[config.mk]
export PLATFORM = sky130hd
export DESIGN_NAME = kim_bus_arbiter
export DESIGN_NICKNAME = d
export VERILOG_FILES = /design/src/rtl/kim_bus_arbiter.sv
export SDC_FILE = /design/constraint.sdc
export NUM_CORES = 1
export LEC_CHECK = 0
export ABC_CLOCK_PERIOD_IN_PS = 5550
export BUFFER_PORTS_ARGS = -buffer_cell sky130_fd_sc_hd__buf_4
export CORE_MARGIN = 2
export CORE_UTILIZATION = 46
export DETAILED_ROUTE_END_ITERATION = 7
export GPL_ROUTABILITY_DRIVEN = 0
export PLACE_DENSITY = 0.93
export SYNTH_ARGS = -nofsm -noshare
export SYNTH_HDL_FRONTEND = slang
export SYNTH_SLANG_ARGS = --single-unit
[constraint.sdc]
create_clock -name clk -period 5.55 [get_ports clk]
set_clock_uncertainty 0.15 [all_clocks]
set_input_delay 0.555 -clock clk [delete_from_list [all_inputs] [get_ports clk]]
set_output_delay 0.555 -clock clk [all_outputs]
set_load 0.03 [all_outputs]
[src/rtl/kim_bus_arbiter.sv]
// KIM-1 bus arbiter: lets a host debug/load port borrow the system bus by stalling
// the 6502 through RDY on a read cycle, then re-presenting the CPU address.
module kim_bus_arbiter #(
   parameter int HOLD_TIMEOUT = 0
) (
   input  logic        clk,
   input  logic        reset,
   input  logic [15:0] cpu_AB,
   input  logic [7:0]  cpu_DO,
   input  logic        cpu_WE,
   output logic        cpu_RDY,
   output logic [15:0] mem_AB,
   output logic [7:0]  mem_DO,
   output logic        mem_WE,
   input  logic [7:0]  mem_DI,
   input  logic        host_req,
   input  logic        host_we,
   input  logic [15:0] host_addr,
   input  logic [7:0]  host_wdata,
   input  logic        host_hold,
   output logic        host_ready,
   output logic        host_ack,
   output logic [7:0]  host_rdata,
   output logic        host_busy
);

   typedef enum logic [2:0] {
      IDLE   = 3'd0,
      ARM    = 3'd1,
      ACCESS = 3'd2,
      DONE   = 3'd3,
      CHECK  = 3'd4
   } state_t;

   state_t      state;
   state_t      state_nxt;
   logic        pending;
   logic        req_we;
   logic [15:0] req_addr;
   logic [7:0]  req_wdata;
   logic [15:0] holdcnt;
   logic        accept;
   logic        hold_expired;

   function automatic logic [15:0] sat_inc16(input logic [15:0] v);
      return (v == 16'hFFFF) ? v : v + 16'd1;
   endfunction

   assign accept       = host_req && !pending;
   assign host_ready   = !pending;
   assign hold_expired = (HOLD_TIMEOUT != 0) && (holdcnt == 16'(HOLD_TIMEOUT));

   always_ff @(posedge clk) begin
      if (reset) state <= IDLE;
      else       state <= state_nxt;
   end

   always_ff @(posedge clk) begin
      if (reset)               pending <= 1'b0;
      else if (state == DONE)  pending <= 1'b0;
      else if (accept)         pending <= 1'b1;
   end

   // Request payload is plain data; pending alone qualifies it.
   always_ff @(posedge clk) begin
      if (accept) begin
         req_we    <= host_we;
         req_addr  <= host_addr;
         req_wdata <= host_wdata;
      end
   end

   always_ff @(posedge clk) begin
      if (reset) begin
         host_ack   <= 1'b0;
         host_rdata <= 8'h00;
      end else begin
         host_ack <= (state == DONE);
         if (state == DONE && !req_we) host_rdata <= mem_DI;
      end
   end

   always_ff @(posedge clk) begin
      if (reset)                                    holdcnt <= 16'd0;
      else if (state != CHECK && state_nxt == CHECK) holdcnt <= 16'd0;
      else if (state == CHECK && state_nxt == CHECK) holdcnt <= sat_inc16(holdcnt);
   end

   // A strobe accepted in CHECK under hold goes straight to ACCESS so
   // back-to-back transfers keep a 3-cycle spacing.
   always_comb begin
      state_nxt = state;
      case (state)
         IDLE:    if (pending) state_nxt = ARM;
         ARM:     if (!cpu_WE) state_nxt = ACCESS;
         ACCESS:  state_nxt = DONE;
         DONE:    state_nxt = CHECK;
         CHECK: begin
            if (pending || (accept && host_hold))  state_nxt = ACCESS;
            else if (host_hold && !hold_expired)   state_nxt = CHECK;
            else                                   state_nxt = IDLE;
         end
         default: state_nxt = IDLE;
      endcase
   end

   always_comb begin
      cpu_RDY   = 1'b1;
      host_busy = 1'b0;
      mem_AB    = cpu_AB;
      mem_DO    = cpu_DO;
      mem_WE    = cpu_WE;
      case (state)
         ARM: begin
            cpu_RDY   = cpu_WE;
            host_busy = !cpu_WE;
         end
         ACCESS: begin
            cpu_RDY   = 1'b0;
            host_busy = 1'b1;
            mem_AB    = req_addr;
            mem_DO    = req_wdata;
            mem_WE    = req_we;
         end
         DONE, CHECK: begin
            cpu_RDY   = 1'b0;
            host_busy = 1'b1;
            mem_WE    = 1'b0;
         end
         default: ;
      endcase
   end

endmodule

==> impl_metrics.yaml, run 1 <==
outcome:
  status: "complete, no violations"
routing:
  drt-met1-wl_mm: 1.42
  wl_met3_um: 413
  drt_iter0_drc: 39
  post_drt_via_cell_ratio: 4.87
  antenna_left: 0
  first_pass_iters: 4
  routed-wl-met2_mm: 1.76
  post_drt_wl_per_cell_um: 14.0
  vias: 1265
  highest_layer: "met4"
  drt-total-wl_mm: 3.64
  remaining_drc_errors: 0
synthesis:
  syn_inst: 115
  netlist_area_um2: 1670
  synth_fa_ha_area_share_pct: 0
  synth_compound_area_share_pct: 3.90
  synthMuxAreaShare_pct: 21.0
  synth.distinct_cells: 29
  synth-seq-area-share_pct: 60.6
  synth_xor_area_share_pct: 0.525
  yosys.area_share.simple_pct: 9.90
  ys_seq_elements: 38
  synth.avg_cell_area_um2: 14.5
  yosys_warnings: 0
  syn-num-nets: 177
  synth_top_family_by_area: "multiplexers"
timing:
  setup_violations: 0
  grt_setup_unrepaired: "no"
  worst_pin_slew_ps: 1180
  hold_viol_final: 0
  hold_ws_ps: 228
  finalCritPeriodShare_pct: 57.7
  max_freq_mhz: 312
  maxSlewHeadroom_pct: 20.9
  slew_viol_final: 0
  finalSetupTns_ps: 0
  layout_min_cycle_time_ps: 3200
  setup_slack_ps: 2350
worst_setup_path:
  cp_max_fo: 25
  startpoint_type: "flop"
  end_kind: "primary output"
  cp.required_ps: 4850
  cp.arrival_ps: 2500
  r2r_slack_ps: 3690
  reg2reg_depth: 1
  path_class: "flop to primary output"
pwr:
  cellInternalPower_mw: 0.444
  net-switching-power_mw: 0.160
  power_per_cell_area_nw_per_um2: 245
  switching_share_pct: 26.5
  pwr-share-seq_pct: 53.7
  p_leak_nw: 1.03
  power_frac_clock_pct: 24.8
  comb_power_share_pct: 21.5
  finalPower_mw: 0.604
  peakVddDrop_mv: 0.189
floorplan:
  num_rows: 21
  die_area_um2: 4120
  core_area_um2: 3420
  start_util_pct: 48.8
  die_w_um: 64.2
  pin_count: 99
  die_y_um: 64.2
grt:
  grt_max_degree: 26
  antenna_found_initial: 0
  grt_pass1_vias: 1272
  grtUsageTotal_pct: 18.2
  grt_pass1_wl_mm: 5.67
  overflow: 0
clock_network:
  clk_path_buf_depth: 2
  clk-insertion-delay-late_ps: 340
  cts_resized: 0
  path_clk_slew_ps: 110
  cts_made_buffers: 5
  cts.hold.buffers_added: 0
  post-cts-setup-buffers: 0
  clock_sinks: 38
  cts_tree: "built"
  htreeDepth: 2
  root_buffer: "clkbuf_4"
placement:
  io_buffer_count: 98
  pre_cts_slack_ps: 2690
  dp_hpwl_mm: 2.68
final_layout:
  diodes: 0
  mostFrequentLayoutCell: "buf_4"
  fill_cells: 264
  finish.utilization_pct: 72.1
  area_delta_synth_final_pct: 47.7
  final_cell_mix: "98 x buf_4, 25 x edfxtp_1, 23 x mux2_2"
  multi_input_area_um2: 592
  drive_gt1_share_pct: 64.0
  regArea_um2: 1010
  final_nets: 275
worst_hold_path:
  min_path_type: "primary input to flop"
  min_path_cells: 1
flow_run:
  max_cap_viol_count: 0
power groups by stage:
stage	registers [mW]	clock network (mW)	logic, mW
floorplan	0.327	0	0.0739
global placement	0.330	0	0.129
detailed placement	0.331	0	0.131
CTS	0.324	0.156	0.131
global route	0.326	0.167	0.139
finish	0.324	0.150	0.130
synthesized netlist by cell type:
library cell   n  area share, %
a2111oi_0      1           0.53
a21oi_1        1           0.30
a22o_1         1           0.53
a31oi_1        1           0.38
and2_1         1           0.38
and4bb_2       1           0.75
buf_4          2           0.90
buf_6          4            2.7
clkbuf_1       1           0.22
dfxtp_1       13             16
edfxtp_1      25             45
inv_1          1           0.22
mux2_1         1           0.68
mux2_2        23             16
mux2i_1        8            4.8
nand2_1        1           0.22
nand2b_1       1           0.38
nor2_1        12            2.7
nor2b_1        2           0.75
nor3_1         2           0.60
nor3b_4        1            1.1
nor4b_2        1           0.90
o21a_1         2           0.90
o21ai_0        3           0.90
o22ai_1        1           0.38
or2_2          1           0.38
or2b_2         2            1.1
or3b_4         1           0.68
xnor2_1        1           0.53
sequential cells by signal, indices dropped and copies added (netlist names):
name and flops:
req_we 1, state 3, host_ack 1, host_rdata 8, pending 1, req_wdata 8
req_addr 16
cell type report:
| cell class | count | share of cell area [%] |
|---|---|---|
| clock buffers | 6 | 2.08 |
| clock inverters | 2 | 0.508 |
| inverters | 1 | 0.152 |
| multi-input cells | 69 | 24.0 |
| flip-flops and latches | 38 | 41.0 |
| well taps | 46 | 2.34 |
| repair buffers | 98 | 29.9 |
through the flow:
step | cell area (µm²) | cells
final | 2460 | 260
after global routing | 2460 | 260
after CTS | 2460 | 260
after detailed placement | 2400 | 252
after global placement | 2400 | 252
after floorplan | 1670 | 115
cell families after synthesis:
group           count (synthesis)
simple gates                   26
mux                            32
xor+xnor                        1
flops                          38
buf+inv                         8
compound gates                 10
worst max-delay path: stages, from the launching register on:
cell and delay (ps):
dfxtp_1 530, nor3b_4 1020, mux2_2 430, buf_4 170
worst paths after layout:
check                startpoint       endpoint
setup reg to reg        pending   req_addr[11]
setup / recovery       state[1]      mem_DO[6]
hold / removal    host_addr[13]   req_addr[13]
hold reg to reg   host_rdata[1]  host_rdata[1]
layer usage:
| layer | GRT usage, % | vias up |
|---|---|---|
| li1 | - | 621 |
| met1 | 22.4 | 561 |
| met2 | 29.6 | 78 |
| met3 | 5.46 | 5 |
| met4 | 7.98 | 0 |
| met5 | 0 | - |
Note: power is estimated with default switching activity, not from simulation.
==> run 2, diff against run 1 <==
==> config.mk (replaced) <==
export PLATFORM = sky130hd
export DESIGN_NAME = kim_bus_arbiter
export DESIGN_NICKNAME = d
export VERILOG_FILES = /design/src/rtl/kim_bus_arbiter.sv
export SDC_FILE = /design/constraint.sdc
export NUM_CORES = 1
export LEC_CHECK = 0
export ABC_AREA = 1
export ABC_CLOCK_PERIOD_IN_PS = 3100
export BUFFER_PORTS_ARGS = -buffer_cell sky130_fd_sc_hd__buf_4
export CORE_MARGIN = 2
export CORE_UTILIZATION = 43
export DETAILED_ROUTE_END_ITERATION = 7
export GPL_ROUTABILITY_DRIVEN = 0
export PLACE_DENSITY = 0.88
export SYNTH_ARGS = -nofsm -noshare
export SYNTH_HDL_FRONTEND = slang
export SYNTH_SLANG_ARGS = --single-unit
==> constraint.sdc (replaced) <==
create_clock -name clk -period 3.1 [get_ports clk]
set_clock_uncertainty 0.15 [all_clocks]
set_input_delay 0.31 -clock clk [delete_from_list [all_inputs] [get_ports clk]]
set_output_delay 0.31 -clock clk [all_outputs]
set_load 0.03 [all_outputs]
==> run 2 against run 1 <==
Against the previous run:
- wire length increased by 11%
- synthesized area is 2.6% higher
- sequential power grew 79%
- core utilization down 3.5 points
- combinational power is 120% higher
- sequential share of layout area fell by 1.7 points
- die area rose by 9.1%
- global-route usage grew 0.81 points
- design area up 4.3%
- sequential cell count unchanged
- critical path type unchanged
==> impl_metrics.yaml, run 2 <==
outcome:
  status: "complete, no violations"
grt:
  overflow: 0
  grt_pass1_vias: 1528
  antenna_found_initial: 0
  grt_max_degree: 28
  grt_use_met1_pct: 16.8
  grt_use_met3_pct: 7.77
  grt_use_met2_pct: 37.0
  grtUsageTotal_pct: 19.0
  grt_pass1_wl_mm: 6.32
  grt-busiest-layer: "met2"
final_layout:
  largest_reg_flops: 16
  area_delta_synth_final_pct: 50.3
  largest_register: "req_addr"
  finish.utilization_pct: 68.6
  final_nets: 354
  mostFrequentLayoutCell: "buf_4"
  fill_cells: 319
  drive_gt1_share_pct: 42.3
  final_cell_mix: "99 x buf_4, 78 x nand2_1, 30 x nor2_1"
  diodes: 0
  largestRegisters: "req_addr (16), host_rdata (8), req_wdata (8)"
floorplan:
  start_util_pct: 45.7
  die_w_um: 67.1
  num_rows: 22
  pin_count: 99
  die_area_um2: 4500
  die_y_um: 67.1
  core_area_um2: 3740
routing:
  drt-total-wl_mm: 4.05
  drt_iter0_drc: 33
  first_pass_iters: 4
  post_drt_wl_per_cell_um: 11.9
  remaining_drc_errors: 0
  vias: 1557
  post_drt_via_cell_ratio: 4.57
  antenna_left: 0
synthesis:
  syn_inst: 190
  yosysMostFrequentCell: "nand2_1"
  syn-num-nets: 252
  synth-seq-area-share_pct: 59.1
  synth.distinct_cells: 21
  synth_area_leader_cell: "edfxtp_1"
  yosys_warnings: 0
  ys.flop_type: "edfxtp_1"
  synth.avg_cell_area_um2: 9.00
  yosys-top-cells-count: "78 x nand2_1, 31 x nor2_1, 25 x edfxtp_1"
  synth_top_area_share_pct: 43.9
  synth.area.top_cells: "edfxtp_1 44%, nand2_1 17%, dfxtp_1 15%"
  async_flop_share_pct: 0
  synth_edf_count: 25
  ys_seq_elements: 38
  netlist_area_um2: 1710
placement:
  io_buffer_count: 98
  dp_hpwl_mm: 3.08
worst_setup_path:
  startpoint_type: "flop"
  path_class: "flop to primary output"
  cp_max_fo: 27
  crit_chain: "nor2_2 > nand2_4 > inv_6 > nand2_1 > o21ai_1 > buf_4"
  critPathSlowestCell: "dfxtp_1"
  cp.required_ps: 2640
  end_kind: "primary output"
  cp.arrival_ps: 1660
  cp_top_family: "simple AND/OR/NAND/NOR gates"
  path_buf_inv: 2
  max_stage_delay_ps: 360
clock_network:
  cts_tree: "built"
  path_clk_slew_ps: 70
  root_buffer: "clkbuf_8"
  clk_path_buf_depth: 2
  clock_sinks: 38
  post-cts-setup-buffers: 0
  htreeDepth: 2
  clk-insertion-delay-late_ps: 280
  cts.hold.buffers_added: 0
  cts_made_buffers: 5
  cts_resized: 0
timing:
  slew_viol_final: 0
  finalSetupTns_ps: 0
  layout_min_cycle_time_ps: 2120
  finalCritPeriodShare_pct: 68.4
  grt_setup_unrepaired: "no"
  max_freq_mhz: 472
  maxSlewHeadroom_pct: 71.8
  hold_viol_final: 0
  worst_pin_slew_ps: 422
  setup_violations: 0
pwr:
  peakVddDrop_mv: 0.308
  p_leak_nw: 1.24
  power_per_cell_area_nw_per_um2: 470
flow_run:
  max_cap_viol_count: 0
worst_hold_path:
  min_path_type: "primary input to flop"
==> run 2: cell types whose count changed after synthesis, sizes merged, moves of 4 or more <==
| cell | delta |
|---|---|
| nor2 | +22 |
| mux2 | -24 |
| mux2i | -8 |
| inv | +6 |
| nand2 | +88 |
| nand3 | +4 |
| nand3b | +8 |
==> run 2: worst paths after layout <==
kind / end / slack [ps] / from / cells past startpoint
worst min register to register: host_rdata[4] / 330 / host_rdata[4] / 2
worst max register to register: req_addr[10] / 1590 / pending / 2
worst max-delay path: mem_WE / 980 / state[2] / 6
worst min-delay path: req_wdata[1] / 50 / host_wdata[1] / 1
==> run 2: where the power goes <==
group	leakage, nW	switching (mW)	internal, mW
Clock	0.0472	0.164	0.178
Combinational	0.849	0.162	0.123
Sequential	0.343	0.0132	0.567
Total	1.24	0.339	0.868
==> run 2: kinds of logic (layout without fill, tap and decap cells) <==
family          Yosys count  count (layout)  share of synthesized area, %
compound gates            3               3                         0.878
buf+inv                  12             115                          4.46
flops                    38              38                          59.1
simple gates            137             137                          35.6
==> run 2: layer usage <==
metal	share of wire, %	up-vias
met2	53	60
met3	10	9
met1	35	680
met4	1.5	0
met5	0	-
li1	-	808
==> run 2: final cells by class <==
type / count / area, µm² / area share, %
clock inverter: 2 / 12.5 / 0.487
tap: 48 / 60.1 / 2.34
timing repair buffer: 99 / 743 / 28.9
clock buffer: 6 / 82.6 / 3.21
multi-input combinational: 140 / 626 / 24.3
sequential: 38 / 1010 / 39.3
inverter: 8 / 35.0 / 1.36
==> run 2: per-stage QoR <==
stage	total power [mW]	cell area [µm²]	hold WS, ps	instances	setup slack, ps
6_report	1.21	2570	49.2	341	980
5_1_grt	1.26	2570	33.6	341	839
4_1_cts	1.22	2570	40.4	341	952
3_5_place_dp	0.878	2470	323	333	1280
3_3_place_gp	0.870	2470	313	333	1340
2_1_floorplan	0.749	1710	232	190	1140
